<file path="src/rtl/fade_pkg.sv">
// Shared constants and segment-table helpers for the RGB colour-wheel fade scheduler.
package fade_pkg;

  localparam logic [1:0] CH_R = 2'd0;
  localparam logic [1:0] CH_G = 2'd1;
  localparam logic [1:0] CH_B = 2'd2;

  localparam logic DIR_UP   = 1'b0;
  localparam logic DIR_DOWN = 1'b1;

  typedef enum logic [2:0] {
    SEG_0 = 3'd0,
    SEG_1 = 3'd1,
    SEG_2 = 3'd2,
    SEG_3 = 3'd3,
    SEG_4 = 3'd4,
    SEG_5 = 3'd5
  } seg_e;

  // Wheel order: G up, R down, B up, G down, R up, B down.
  function automatic logic [1:0] seg_ramp_ch(input seg_e seg);
    case (seg)
      SEG_0, SEG_3: return CH_G;
      SEG_1, SEG_4: return CH_R;
      default:      return CH_B;
    endcase
  endfunction

  function automatic logic seg_ramp_dir(input seg_e seg);
    case (seg)
      SEG_0, SEG_2, SEG_4: return DIR_UP;
      default:             return DIR_DOWN;
    endcase
  endfunction

endpackage

</file>
<file path="src/rtl/fade_scheduler_pwm_compare.sv">
// One free-running PWM counter shared by three registered duty comparators.
module pwm_compare #(
  parameter int PWM_INTERVAL = 600,
  parameter int DW           = $clog2(PWM_INTERVAL + 1)
) (
  input  logic          clk,
  input  logic          rst_n,
  input  logic [DW-1:0] i_duty_r,
  input  logic [DW-1:0] i_duty_g,
  input  logic [DW-1:0] i_duty_b,
  output logic          o_pwm_r,
  output logic          o_pwm_g,
  output logic          o_pwm_b
);

  localparam int CW = (PWM_INTERVAL > 1) ? $clog2(PWM_INTERVAL) : 1;
  localparam logic [CW-1:0] CNT_LAST = CW'(PWM_INTERVAL - 1);

  logic [CW-1:0] r_cnt;
  logic [DW-1:0] w_cnt_ext;
  logic          r_pwm_r;
  logic          r_pwm_g;
  logic          r_pwm_b;

  assign w_cnt_ext = DW'(r_cnt);

  always_ff @(posedge clk or negedge rst_n) begin
    if (!rst_n) begin
      r_cnt   <= '0;
      r_pwm_r <= 1'b0;
      r_pwm_g <= 1'b0;
      r_pwm_b <= 1'b0;
    end else begin
      r_cnt   <= (r_cnt == CNT_LAST) ? '0 : r_cnt + 1'b1;
      r_pwm_r <= (w_cnt_ext < i_duty_r);
      r_pwm_g <= (w_cnt_ext < i_duty_g);
      r_pwm_b <= (w_cnt_ext < i_duty_b);
    end
  end

  assign o_pwm_r = r_pwm_r;
  assign o_pwm_g = r_pwm_g;
  assign o_pwm_b = r_pwm_b;

endmodule

</file>
<file path="src/rtl/fade_scheduler.sv">
// RGB colour-wheel scheduler: one prescaler ramps one channel per segment over six segments.
module fade_scheduler
  import fade_pkg::*;
#(
  parameter int CLK_TICKS_PER_STEP = 10000,
  parameter int STEPS_PER_SEG      = 200,
  parameter int PWM_INTERVAL       = 600,
  parameter int DW                 = $clog2(PWM_INTERVAL + 1)
) (
  input  logic          clk,
  input  logic          rst_n,
  input  logic          en,
  input  logic          restart,
  output logic [DW-1:0] duty_r,
  output logic [DW-1:0] duty_g,
  output logic [DW-1:0] duty_b,
  output logic [2:0]    seg,
  output logic          seg_done,
  output logic          pwm_r,
  output logic          pwm_g,
  output logic          pwm_b
);

  localparam int STEP_VAL = PWM_INTERVAL / STEPS_PER_SEG;
  localparam int PW = (CLK_TICKS_PER_STEP > 1) ? $clog2(CLK_TICKS_PER_STEP) : 1;
  localparam int SW = (STEPS_PER_SEG > 1) ? $clog2(STEPS_PER_SEG) : 1;
  localparam int AW = DW + 1;

  localparam logic [PW-1:0] PRESC_LAST = PW'(CLK_TICKS_PER_STEP - 1);
  localparam logic [SW-1:0] STEP_LAST  = SW'(STEPS_PER_SEG - 1);
  localparam logic [AW-1:0] A_MAX      = AW'(PWM_INTERVAL);
  localparam logic [AW-1:0] A_STEP     = AW'(STEP_VAL);
  localparam logic [DW-1:0] D_MAX      = DW'(PWM_INTERVAL);

  logic [PW-1:0] r_presc;
  logic [SW-1:0] r_step;
  logic [DW-1:0] r_duty_r;
  logic [DW-1:0] r_duty_g;
  logic [DW-1:0] r_duty_b;
  seg_e          r_seg;
  logic          r_seg_done;

  logic          w_tick;
  logic          w_last;
  logic [1:0]    w_ch;
  logic          w_dir;
  logic [AW-1:0] w_cur;
  logic [AW-1:0] w_sum;
  logic [DW-1:0] w_ramp;
  logic [DW-1:0] w_duty_r_nxt;
  logic [DW-1:0] w_duty_g_nxt;
  logic [DW-1:0] w_duty_b_nxt;
  seg_e          w_seg_nxt;
  logic          w_seg_done_nxt;

  assign w_tick = en && (r_presc == PRESC_LAST);
  assign w_last = (r_step == STEP_LAST);
  assign w_ch   = seg_ramp_ch(r_seg);
  assign w_dir  = seg_ramp_dir(r_seg);

  // Arithmetic is one bit wider than the duty so the up-step cannot wrap before saturation.
  always_comb begin
    w_cur = '0;
    case (w_ch)
      CH_R:    w_cur = {1'b0, r_duty_r};
      CH_G:    w_cur = {1'b0, r_duty_g};
      default: w_cur = {1'b0, r_duty_b};
    endcase
    w_sum  = w_cur + A_STEP;
    w_ramp = '0;
    if (w_last)
      w_ramp = (w_dir == DIR_UP) ? D_MAX : '0;
    else if (w_dir == DIR_UP)
      w_ramp = (w_sum > A_MAX) ? D_MAX : DW'(w_sum);
    else
      w_ramp = (w_cur < A_STEP) ? '0 : DW'(w_cur - A_STEP);
  end

  always_comb begin
    w_duty_r_nxt = r_duty_r;
    w_duty_g_nxt = r_duty_g;
    w_duty_b_nxt = r_duty_b;
    if (w_tick) begin
      case (w_ch)
        CH_R:    w_duty_r_nxt = w_ramp;
        CH_G:    w_duty_g_nxt = w_ramp;
        default: w_duty_b_nxt = w_ramp;
      endcase
    end
  end

  // Segment FSM: restart wins over a segment-ending tick.
  always_comb begin
    w_seg_nxt      = r_seg;
    w_seg_done_nxt = 1'b0;
    if (restart) begin
      w_seg_nxt = SEG_0;
    end else if (w_tick && w_last) begin
      w_seg_done_nxt = 1'b1;
      case (r_seg)
        SEG_0:   w_seg_nxt = SEG_1;
        SEG_1:   w_seg_nxt = SEG_2;
        SEG_2:   w_seg_nxt = SEG_3;
        SEG_3:   w_seg_nxt = SEG_4;
        SEG_4:   w_seg_nxt = SEG_5;
        default: w_seg_nxt = SEG_0;
      endcase
    end
  end

  always_ff @(posedge clk or negedge rst_n) begin
    if (!rst_n) begin
      r_seg      <= SEG_0;
      r_seg_done <= 1'b0;
    end else begin
      r_seg      <= w_seg_nxt;
      r_seg_done <= w_seg_done_nxt;
    end
  end

  always_ff @(posedge clk or negedge rst_n) begin
    if (!rst_n) begin
      r_presc  <= '0;
      r_step   <= '0;
      r_duty_r <= D_MAX;
      r_duty_g <= '0;
      r_duty_b <= '0;
    end else if (restart) begin
      r_presc  <= '0;
      r_step   <= '0;
      r_duty_r <= D_MAX;
      r_duty_g <= '0;
      r_duty_b <= '0;
    end else if (en) begin
      r_presc  <= w_tick ? '0 : r_presc + 1'b1;
      if (w_tick)
        r_step <= w_last ? '0 : r_step + 1'b1;
      r_duty_r <= w_duty_r_nxt;
      r_duty_g <= w_duty_g_nxt;
      r_duty_b <= w_duty_b_nxt;
    end
  end

  pwm_compare #(
    .PWM_INTERVAL (PWM_INTERVAL),
    .DW           (DW)
  ) u_pwm (
    .clk      (clk),
    .rst_n    (rst_n),
    .i_duty_r (r_duty_r),
    .i_duty_g (r_duty_g),
    .i_duty_b (r_duty_b),
    .o_pwm_r  (pwm_r),
    .o_pwm_g  (pwm_g),
    .o_pwm_b  (pwm_b)
  );

  assign duty_r   = r_duty_r;
  assign duty_g   = r_duty_g;
  assign duty_b   = r_duty_b;
  assign seg      = r_seg;
  assign seg_done = r_seg_done;

endmodule

</file>
<file path="config.mk">
export PLATFORM = sky130hd
export DESIGN_NAME = fade_scheduler
export DESIGN_NICKNAME = d
export VERILOG_FILES = /design/src/rtl/fade_pkg.sv /design/src/rtl/fade_scheduler_pwm_compare.sv /design/src/rtl/fade_scheduler.sv
export SDC_FILE = /design/constraint.sdc
export NUM_CORES = 1
export LEC_CHECK = 0
export ABC_CLOCK_PERIOD_IN_PS = 6300
export BUFFER_PORTS_ARGS = -buffer_cell sky130_fd_sc_hd__buf_2
export CORE_MARGIN = 2
export CORE_UTILIZATION = 63
export CTS_CLUSTER_DIAMETER = 100
export CTS_CLUSTER_SIZE = 25
export DETAILED_ROUTE_END_ITERATION = 16
export HOLD_SLACK_MARGIN = 0.15
export PLACE_DENSITY = 0.87
export REMOVE_ABC_BUFFERS = 1
export SLEW_MARGIN = 20
export SYNTH_ARGS = -nofsm -noshare
export SYNTH_HDL_FRONTEND = slang
export SYNTH_SLANG_ARGS = --single-unit
</file>
<file path="constraint.sdc">
create_clock -name clk -period 6.3 [get_ports clk]
set_input_delay 0.63 -clock clk [delete_from_list [all_inputs] [get_ports clk]]
set_output_delay 0.63 -clock clk [all_outputs]
set_load 0.005 [all_outputs]
</file>
==> out/summary.txt <==
total negative setup slack: 0 ns
via count of the first global-routing pass: 4423
Peak Freq: 258 MHz
Hold Path Class: primary input to async pin
final wirelength: 13.1 mm
max_slew headroom: 27.6%
cell taking the most area after synthesis: dfrtp_1
Overall Global Routing Usage: 32.5%
P&R area growth vs syn: 9.94%
Clock Skew: 0.0138 ns
slowest stage cell, crit path: dfrtp_1
RSZ-0062 raised after global routing: no
routability cong.: 0.918
most frequent cells in the layout: dfrtp_1 (65), nand2_1 (61), nor2_1 (53)
die area: 8560 µm²
DRT iter0 DRCs: 350
status: finished, final reports clean
Worst-Margin Slew: 1.08 ns
Mapped Cells: 559
antenna cells: 0
reg2reg path depth: 10
DRT antenna net count: 0
DR DRC count: 0
final instance area: 5430 µm²
CP required: 6.52 ns
Initial Util: 64.5%
worst hold slack: 0.463 ns
R2R setup slack: 2.42 ns
FF+latch count, synth: 69
CTS buffer count: 9
DR vias: 4542
CP Capture Type: flip-flop
fin nets: 629
final slew viol count: 0
Pre-Repair DR Iteration Count: 5
PwrDens: 203 nW/µm²
Clock Tree Root: clkbuf_8
largest net degree at the start of global routing: 70
Mapped Area: 4930 µm²
die height: 92.5 µm
I/O Buffers: 40
FF-to-FF Start: seg[1]
crit path buf inv count: 1
Warnings, synthesis: 0
hold_buf cts: 0
drt via density: 6.50
initial antenna violation count: 0
critical path startpoint: seg[1]
Post-CTS Resized: 0
Setup Viol. Count Final: 0
Synth async-reset ratio: 100%
Post-synth EDFFs: 0
worst r2r dst: duty_g[8]
Reg clk slew, reported paths: 0.09 ns
CP max stage delay: 0.91 ns
post-DP HPWL: 9.47 mm
crit path kind: flip-flop to flip-flop
Top delay family on crit path: compound AO/OA/AOI/OAI gates
Arr. time, crit path: 4.09 ns
Post-synth top flop: dfrtp_1
Avg WL per Cell: 18.8 µm
Worst setup SP type: flip-flop
fin crit period: 3.88 ns
Worst path depth: 10
worst-skew pair later-pin latency: 0.36 ns
Tcrit/Tclk final: 61.6%
number of library cell types mapped by synthesis: 67
MaxCap Viol Count: 0
top post-synthesis cells by area: dfrtp_1 (33%), ha_1 (8.4%), nand2_1 (4.6%)
share of layout cells above drive strength 1: 14.6%
# rows: 32
H-tree depth: 3
Synth Area per Inst: 8.83 µm²
non-filler cells, final: 699
peak supply drop: 0.000135 V
Seq/Total Area, Yosys: 35.1%
die width: 92.5 µm
P_leak: 0.00246 µW
first-pass GRT wire length: 21.9 mm
CP max FO: 25
Core ar.: 7650 µm²
area share of the largest cell type after synthesis: 33.0%
most common cell after layout, fill and taps aside: dfrtp_1
final hold violations: 0
Placed Instances: 683
number of buffers added for setup after CTS: 0
critical-path cell list: nand2b_2 > o221a_2 > o31ai_4 > inv_2 > ha_1 > nor4_2 > nor2_1 > a31o_2 > o31ai_1 > o21ai_0
IO Count: 41
CTS tree: done
placed cell area: 5150 µm²
clock sink count: 69
Clock Tree Buf Depth: 2
global route total overflow: 0
## cell type report
| type | count | area [µm²] |
|---|---|---|
| Clock buffer | 10 | 138 |
| Clock inverter | 6 | 134 |
| Fill cell | 602 | 2220 |
| Inverter | 35 | 131 |
| Multi-Input combinational cell | 433 | 2930 |
| Sequential cell | 69 | 1730 |
| Tap cell | 102 | 128 |
| Timing Repair Buffer | 44 | 230 |
## state kept, by name, indices dropped and copies added (netlist names)
register	cells
duty_g	10
duty_r	10
r_step	8
seg_done	1
u_pwm.o_pwm_r	1
duty_b	10
seg	3
u_pwm.o_pwm_g	1
r_presc	14
u_pwm.r_cnt	10
u_pwm.o_pwm_b	1
## worst reg2reg max path: stages, from the launching register on
cell and delay (ns):
dfrtp_1 0.91, nand2b_2 0.37, o221a_2 0.39, o31ai_4 0.09, inv_2 0.12, ha_1 0.30
nor4_2 0.49, nor2_1 0.16, a31o_2 0.28, o31ai_1 0.43, o21ai_0 0.19
## stage by stage
step	power, µW	setup WS (ns)	utilization (%)
5_1_grt	1140	2.16	70.9
2_1_floorplan	559	3.04	-
3_5_place_dp	610	2.55	67.4
6_report	1100	2.42	70.9
4_1_cts	1110	2.51	70.9
3_3_place_gp	607	2.70	67.4
## synthesized netlist by cell type, types with 5 or more instances
cell	instances
clkbuf_1	5
nor2_1	53
and3_1	12
mux2i_1	5
nor4_1	12
buf_1	6
inv_1	32
o21ai_0	18
o211ai_1	6
nand4_1	10
a21o_1	18
a21oi_1	27
dfrtp_1	65
nand3_1	19
nor3_1	12
or3_1	8
nand2b_1	11
xnor2_1	8
o31a_1	5
ha_1	33
buf_6	6
o21ai_1	7
o31ai_1	25
nand2_1	61
xor2_1	18
## kinds of logic (layout without fill, tap and decap cells)
group	after synthesis	count (layout)	synth area share (%)
buf+inv	57	95	5.48
simple gates	220	220	22.3
xor+xnor	27	27	4.94
fa+ha+maj	33	33	8.37
mux	6	6	1.24
flops	69	69	35.1
compound gates	147	147	22.6
## where the power goes
part / switching (µW) / leakage (µW) / internal, µW / total, µW
combinational: 82.6 / 0.00140 / 50.5 / 133
sequential: 18.2 / 0.000919 / 454 / 472
clock: 183 / 0.000136 / 314 / 497
## worst max path at each step
stage	to	slack, ns
3_3_place_gp	duty_r[5]	2.70
3_5_place_dp	duty_b[1]	2.55
5_1_grt	duty_g[0]	2.16
4_1_cts	duty_b[7]	2.51
6_report	duty_g[8]	2.42
2_1_floorplan	duty_g[0]	3.04
## metal layers
layer  global-route usage (%)  vias up  routed length (µm)
met3                     5.61       45                 877
met2                     53.9      194                6260
met1                     41.8     2201                5520
li1                         -     2102                   -
met4                     14.1        0                 474
met5                        0        -                   0
Power figures use the tool's default switching activity.
